### src/rtl/shift_unit.sv
// Pipelined log2 barrel shifter (SLL/SRL/SRA/ROR) with valid/ready handshake.
// PIPE=0 registers only the result; PIPE=1 registers after every shift stage.
module shift_unit #(
  parameter  int unsigned WIDTH = 32,
  parameter  int unsigned PIPE  = 0,
  localparam int unsigned SHW   = $clog2(WIDTH)
) (
  input  logic             clk,
  input  logic             rst,
  input  logic             in_valid,
  output logic             in_ready,
  input  logic [WIDTH-1:0] A,
  input  logic [SHW-1:0]   shamt,
  input  logic [1:0]       op,
  output logic             out_valid,
  input  logic             out_ready,
  output logic [WIDTH-1:0] res,
  output logic             co,
  output logic             zero
);

  localparam logic [1:0] OP_SLL = 2'b00;
  localparam logic [1:0] OP_SRL = 2'b01;
  localparam logic [1:0] OP_SRA = 2'b10;
  localparam logic [1:0] OP_ROR = 2'b11;

  logic             en;
  logic             out_valid_q;
  logic [WIDTH-1:0] res_q;
  logic             co_q;
  logic             zero_q;

  // Stage k inputs (index 0 is the request itself) and stage k outputs.
  logic [WIDTH-1:0] stg_data [SHW];
  logic [1:0]       stg_op   [SHW];
  logic [SHW-1:0]   stg_sh   [SHW];
  logic             stg_co   [SHW];
  logic             stg_vld  [SHW];
  logic [WIDTH-1:0] nxt_data [SHW];
  logic             nxt_co   [SHW];

  // One global advance enable: the whole pipe moves or the whole pipe holds.
  assign en       = !out_valid_q || out_ready;
  assign in_ready = en;

  assign stg_data[0] = A;
  assign stg_op[0]   = op;
  assign stg_sh[0]   = shamt;
  assign stg_co[0]   = 1'b0;
  assign stg_vld[0]  = in_valid;

  for (genvar k = 0; k < SHW; k++) begin : g_stage
    localparam int unsigned DIST = 1 << k;

    logic [WIDTH-1:0] data_d;
    logic             co_d;

    // Carry tracks the last bit shifted out; for ROR it ends up equal to res MSB.
    always_comb begin
      data_d = stg_data[k];
      co_d   = stg_co[k];
      if (stg_sh[k][k]) begin
        case (stg_op[k])
          OP_SLL: begin
            data_d = stg_data[k] << DIST;
            co_d   = stg_data[k][WIDTH-DIST];
          end
          OP_SRL: begin
            data_d = stg_data[k] >> DIST;
            co_d   = stg_data[k][DIST-1];
          end
          OP_SRA: begin
            data_d = $signed(stg_data[k]) >>> DIST;
            co_d   = stg_data[k][DIST-1];
          end
          OP_ROR: begin
            data_d = (stg_data[k] >> DIST) | (stg_data[k] << (WIDTH - DIST));
            co_d   = stg_data[k][DIST-1];
          end
          default: begin
            data_d = stg_data[k];
            co_d   = stg_co[k];
          end
        endcase
      end
    end

    assign nxt_data[k] = data_d;
    assign nxt_co[k]   = co_d;

    if (k < SHW - 1) begin : g_link
      if (PIPE != 0) begin : g_reg
        logic [WIDTH-1:0] data_q;
        logic [1:0]       op_q;
        logic [SHW-1:0]   sh_q;
        logic             co_q;
        logic             vld_q;

        always_ff @(posedge clk) begin
          if (rst) begin
            data_q <= '0;
            op_q   <= '0;
            sh_q   <= '0;
            co_q   <= 1'b0;
            vld_q  <= 1'b0;
          end else if (en) begin
            data_q <= data_d;
            op_q   <= stg_op[k];
            sh_q   <= stg_sh[k];
            co_q   <= co_d;
            vld_q  <= stg_vld[k];
          end
        end

        assign stg_data[k+1] = data_q;
        assign stg_op[k+1]   = op_q;
        assign stg_sh[k+1]   = sh_q;
        assign stg_co[k+1]   = co_q;
        assign stg_vld[k+1]  = vld_q;
      end else begin : g_comb
        assign stg_data[k+1] = data_d;
        assign stg_op[k+1]   = stg_op[k];
        assign stg_sh[k+1]   = stg_sh[k];
        assign stg_co[k+1]   = co_d;
        assign stg_vld[k+1]  = stg_vld[k];
      end
    end
  end

  // Output register; zero is derived from the same value loaded into res.
  always_ff @(posedge clk) begin
    if (rst) begin
      out_valid_q <= 1'b0;
      res_q       <= '0;
      co_q        <= 1'b0;
      zero_q      <= 1'b0;
    end else if (en) begin
      out_valid_q <= stg_vld[SHW-1];
      res_q       <= nxt_data[SHW-1];
      co_q        <= nxt_co[SHW-1];
      zero_q      <= (nxt_data[SHW-1] == '0);
    end
  end

  assign out_valid = out_valid_q;
  assign res       = res_q;
  assign co        = co_q;
  assign zero      = zero_q;

endmodule

### config.mk
export PLATFORM = sky130hd
export DESIGN_NAME = shift_unit
export DESIGN_NICKNAME = d
export VERILOG_FILES = /design/src/rtl/shift_unit.sv
export SDC_FILE = /design/constraint.sdc
export NUM_CORES = 1
export LEC_CHECK = 0
export ABC_AREA = 1
export BUFFER_PORTS_ARGS = -buffer_cell sky130_fd_sc_hd__buf_4
export CORE_MARGIN = 2
export CORE_UTILIZATION = 30
export CTS_BUF_LIST = sky130_fd_sc_hd__clkbuf_4
export DETAILED_ROUTE_END_ITERATION = 7
export PLACE_DENSITY = 0.59
export SYNTH_ARGS = -nofsm -noshare
export SYNTH_HDL_FRONTEND = slang
export SYNTH_SLANG_ARGS = --single-unit
### constraint.sdc
create_clock -name clk -period 2.24 [get_ports clk]
set_clock_uncertainty 0.05 [all_clocks]
set_input_delay 0.224 -clock clk [delete_from_list [all_inputs] [get_ports clk]]
set_output_delay 0.224 -clock clk [all_outputs]
set_load 0.005 [all_outputs]
=== Word level (Yosys, flattened, before mapping) ===
Cells that the tools add are included.

* Bits in registers: 35
* Word-level logic and storage cells: 37

* Equal/unequal tests: 3
* Mux-type cells: 20
* Bitwise gates (word level): 5
* Reduce and logical (&&, ||, !) cells: 5

{| class="wikitable"
|+ Operators with widths
! cell !! count
|-
| one-hot mux 32 bit (4 select lines) || 5
|-
| 2-to-1 mux 32 bit || 5
|-
| zero test 32 bit || 1
|-
| bitwise OR 16 x 32 -> 32 bit || 1
|-
| bitwise OR 24 x 32 -> 32 bit || 1
|-
| bitwise OR 28 x 32 -> 32 bit || 1
|-
| bitwise OR 30 x 32 -> 32 bit || 1
|-
| bitwise OR 31 x 32 -> 32 bit || 1
|-
| one-hot mux 1 bit (2 select lines) || 5
|-
| 2-to-1 mux 1 bit || 5
|-
| == test 2 bit, second input constant || 2
|-
| OR reduction 3 bit || 1
|-
| == test 2 x 1 -> 1 bit, second input constant || 1
|-
| zero test 2 bit || 1
|-
| zero test 1 bit || 1
|-
| logical OR 1 bit || 1
|}

=== Depth between registers and ports, before layout ===
* Depth in word-level cells: 16
* Gate-level depth with buffers: 21
* Gate-level depth less buffers: 20

=== Worst setup path before layout ===
No wires, ideal clock.

* Path type: input -> register
* Start point: input shamt[0]
* End point: register zero_q, in the netlist zero
* Library setup time: 0.115 ns
* Arrival: 1.863 ns
* Setup slack: 0.213 ns
* Stages on the path: 16
* Buffers on the path: 2
* Cells stage by stage: buf_2 -> inv_2 -> clkbuf_1 -> nand2_1 -> nand3_1 -> nand3_1 -> nand2_1 -> nand3_1 -> a21oi_1 -> nand2_1 -> o21ai_0 -> nor2_1 -> nand3_1 -> nor2_1 -> nand3_1 -> a21oi_2

* Word-level cells in the longest chain between the ends: 14

{| class="wikitable"
|+ Ends and longest elaborated chain
! what !! line !! text
|-
| start, declared || 13 || <nowiki>input logic [SHW-1:0] shamt,</nowiki>
|-
| 2-to-1 mux 32 bit * || 62 || <nowiki>if (stg_sh[k][k]) begin</nowiki>
|-
| bitwise OR 30 x 32 -> 32 bit || 77 || <nowiki>data_d = (stg_data[k] >> DIST) | (stg_data[k] << (WIDTH - DIST));</nowiki>
|-
| one-hot mux 32 bit (4 select lines) || 63 || <nowiki>case (stg_op[k])</nowiki>
|-
| 2-to-1 mux 32 bit * || 62 ||
|-
| bitwise OR 28 x 32 -> 32 bit || 77 ||
|-
| one-hot mux 32 bit (4 select lines) || 63 ||
|-
| 2-to-1 mux 32 bit * || 62 ||
|-
| bitwise OR 24 x 32 -> 32 bit || 77 ||
|-
| one-hot mux 32 bit (4 select lines) || 63 ||
|-
| 2-to-1 mux 32 bit * || 62 ||
|-
| bitwise OR 16 x 32 -> 32 bit || 77 ||
|-
| one-hot mux 32 bit (4 select lines) || 63 ||
|-
| 2-to-1 mux 32 bit * || 62 ||
|-
| zero test 32 bit * || 141 || <nowiki>zero_q <= (nxt_data[SHW-1] == '0);</nowiki>
|-
| end signal, assigned || 141 ||
|-
| end, declared || 31 || <nowiki>logic zero_q;</nowiki>
|}

Mark *: on every way between the ends. The rest lies on a longest branch, timed or not.
A chain may end at the register's enable or synchronous reset.

=== Final worst setup path ===
* Start point: input op[0]
* End point: register zero_q, in the netlist zero

* Word-level cells in the longest chain between the ends: 16

{| class="wikitable"
|+ Ends and longest elaborated chain
! what !! line !! text
|-
| start, declared || 14 || <nowiki>input logic [1:0] op,</nowiki>
|-
| == test 2 bit, or another cell as far along || 63 ||
|-
| one-hot mux 32 bit (4 select lines) || 63 ||
|-
| 2-to-1 mux 32 bit || 62 ||
|-
| bitwise OR 30 x 32 -> 32 bit || 77 ||
|-
| one-hot mux 32 bit (4 select lines) || 63 ||
|-
| 2-to-1 mux 32 bit || 62 ||
|-
| bitwise OR 28 x 32 -> 32 bit || 77 ||
|-
| one-hot mux 32 bit (4 select lines) || 63 ||
|-
| 2-to-1 mux 32 bit || 62 ||
|-
| bitwise OR 24 x 32 -> 32 bit || 77 ||
|-
| one-hot mux 32 bit (4 select lines) || 63 ||
|-
| 2-to-1 mux 32 bit || 62 ||
|-
| bitwise OR 16 x 32 -> 32 bit || 77 ||
|-
| one-hot mux 32 bit (4 select lines) || 63 ||
|-
| 2-to-1 mux 32 bit * || 62 ||
|-
| zero test 32 bit * || 141 ||
|}

Marked as above.

==> flow_summary.yaml <==
outcome:
  status: "complete, but fails checks"
  violations: "negative setup slack"
hold_path:
  hold_depth: 3
  holdPathEnd: "out_valid"
  min_from: "in_valid"
  hp-class: "input port to register"
synthesis:
  yosysSeqAreaShare_pct: 14.39
  synth_edf_count: 0
  yosysTopAreaCell: "nand2_1"
  synth.yosys.warnings: 0
  ys_async_sr_fraction_pct: 0
  synth_seq_cells: 35
  yosysTopAreaCellShare_pct: 28.06
  netlist_area_sq_um: 4870
  synth_cells: 930
  yosys.cell_count.top_type: "nand2_1"
  synth.area.top_cells: "nand2_1 28%, nand3_1 23%, dfxtp_1 14%"
  mappedNetlistNets: 973
  syn_area_per_cell_sq_um: 5.236
  ys_types: 30
  synth_ff_type: "dfxtp_1"
  synth_commonest_cells: "364 x nand2_1, 221 x nand3_1, 67 x inv_1"
floorplan:
  initial_core_util_pct: 30.66
  dieWidth_um: 131.4
  die-height_um: 131.4
  rows: 46
  ioPinCount: 79
  fp.dieArea_sq_um: 17270
  core_region_area_sq_um: 15890
run:
  cap_violations: 0
route:
  dr.pass1.iters: 5
  post_drt_wl_per_cell_um: 14.89
  ant_nets: 0
  drtIter0Drc: 625
  drc: 0
  drt_wl_total_um: 19700
  vias: 6895
  vias_per_cell: 5.212
pwr:
  power_density_nw_per_um2: 386.1
  switchingPower_mw: 1.195
  p_clk_share_pct: 11.7
  pwr-share-seq_pct: 26.3
  combPwrFrac_pct: 62.0
  switching_share_pct: 43.48
  max-vdd-ir-drop_v: 0.0002715
  leakagePower_nw: 3.794
  p_int_mw: 1.553
global_routing:
  grt_overflow_total: 0
  antenna_found_initial: 0
  grt_pass1_vias: 6233
  grt_max_degree: 63
  grt_pass1_wl_um: 31040
  grt_usage_pct: 21.43
critical_path:
  timing.rr.start: "out_valid"
  reg2reg_depth: 8
  critPathLaunchType: "input port"
  cp-end-kind: "register"
  arrival_ns: 2.56
  worstSetupPathType: "input port to register"
  required_ns: 2.47
  rrSetupSlack_ns: 0.68
  r2r-end: "res[13]"
  critPathMaxFanout: 6
final_layout:
  diodes: 0
  area_delta_synth_final_pct: 46.15
  nFillCells: 1751
  drive_above_1_share_pct: 30.17
  multi_input_comb_area_sq_um: 3865
  final_area_sq_um: 7117
  regArea_sq_um: 700.7
  nNetsFinal: 1150
timing:
  slew_violations: 0
  setup-violations-final: 2
  rsz0062_at_grt: "true"
  max_freq_ghz: 0.4289
  tightest_slew_ns: 0.5288
  fin_crit_sh_pct: 104.1
  setup_ws_ns: -0.09161
  fin_crit_ns: 2.332
  hold_violations: 0
  slew_headroom_pct: 64.75
clock_network:
  numCtsBuffers: 5
  htree_levels: 2
  root_buffer: "clkbuf_4"
  cts_tree: "done"
  clkTransAtPathRegs_ns: 0.12
  clock-sinks: 35
  clk_path_buf_depth: 2
  clkLatencyLatePin_ns: 0.33
place:
  dp_hpwl_um: 15200
  pre_cts_slack_ns: -0.3540
  post_dp_cell_area_sq_um: 6570
  finalWeightedCongestion: 0.9456
  portBuffers: 78
[critical path: stages]
cell and delay, ns:
buf_6 0.09, nor2_4 0.04, buf_12 0.13, buf_6 0.12, nor2_4 0.24, buf_12 0.18
buf_8 0.12, nand3_4 0.08, nand4_1 0.15, nand3_2 0.15, nand2_1 0.11, nand3_2 0.12
nand2_2 0.10, nand3_2 0.06, nand2_2 0.09, nand2_2 0.05, nor2_2 0.09, nand2_1 0.07
nor2_2 0.12, nand3_2 0.08, a21oi_2 0.15
[logic make-up after synthesis]
family / Yosys count / share of synthesized area [%]
flops: 35 / 14.39
simple gates: 670 / 62.64
compound gates: 92 / 10.89
buf+inv: 133 / 12.08
[through the flow]
step                setup TNS [ns]  utilization [%]  instances  hold WS, ns  power, mW
floorplan                        0                -        930       0.2364      1.570
global placement            -2.071            41.36       1301       0.3613      2.277
detailed placement          -2.237            41.36       1301       0.3683      2.279
CTS                              0            41.71       1309      0.03040      2.608
global route               -0.3224            44.80       1323      0.04224      2.967
finish                     -0.1413            44.80       1323      0.04284      2.748
[area by class of cell]
cell class,count,share of cell area [%]
Multi-Input combinational cell,763,54.31
Timing Repair Buffer,227,27.44
Sequential cell,35,9.845
Inverter,75,3.956
Tap cell,216,3.797
Clock buffer,5,0.5274
Clock inverter,2,0.1231
[routing by layer]
metal  GRT usage [%]  share of wire (%)  vias up
li1                -                  -     3455
met2           36.21                 48      212
met5               0                  0        -
met3           3.048                5.8       16
met4           3.261                1.0        0
met1           29.47                 46     3212
[how the worst max path moves through the flow]
stage / startpoint / to / slack (ns) / cells after the start
3_3_place_gp: op[0] / zero / -0.34 / 20
2_1_floorplan: shamt[0] / zero / 0.21 / 16
4_1_cts: op[0] / zero / 0.003 / 20
3_5_place_dp: op[0] / zero / -0.35 / 20
5_1_grt: op[0] / zero / -0.19 / 21
6_report: op[0] / zero / -0.09 / 21
[registers in the layout, summed over array words and instances, names as in the netlist]
| register | cells |
|---|---|
| res | 32 |
| co | 1 |
| out_valid | 1 |
| zero | 1 |
[what timing repair did]
action | 4_1_cts | 5_1_grt
setup buffers | 0 | 8
hold buffers | 1 | 0
endpoints found under the setup margin | 0 | 3
resized for setup | 0 | 71
hold endpoints to repair | 1 | 0
[power by group through the flow]
stage	combinational, mW	clock, mW	sequential [mW]
2_1_floorplan	0.834	0	0.736
3_3_place_gp	1.54	0	0.736
3_5_place_dp	1.54	0	0.736
4_1_cts	1.55	0.334	0.722
5_1_grt	1.87	0.371	0.729
6_report	1.70	0.322	0.721
[layout by cell type (no fill, tap or decap), types with 2 or more instances in the layout]
master	count
clkbuf_16	4
clkinv_1	2
nor2_1	15
nand3_1	185
or2_2	2
buf_6	5
o21ai_1	8
buf_12	12
o21bai_1	4
a21oi_1	31
nand2_2	14
nand2_1	350
inv_2	7
nand3_4	5
nor2_2	12
inv_1	67
o21ai_0	27
nand3_2	53
nor2_4	3
dfxtp_1	35
a21oi_2	4
nand4_1	30
o211ai_1	13
clkbuf_4	5
buf_4	204
Power figures use the tool's default switching activity.
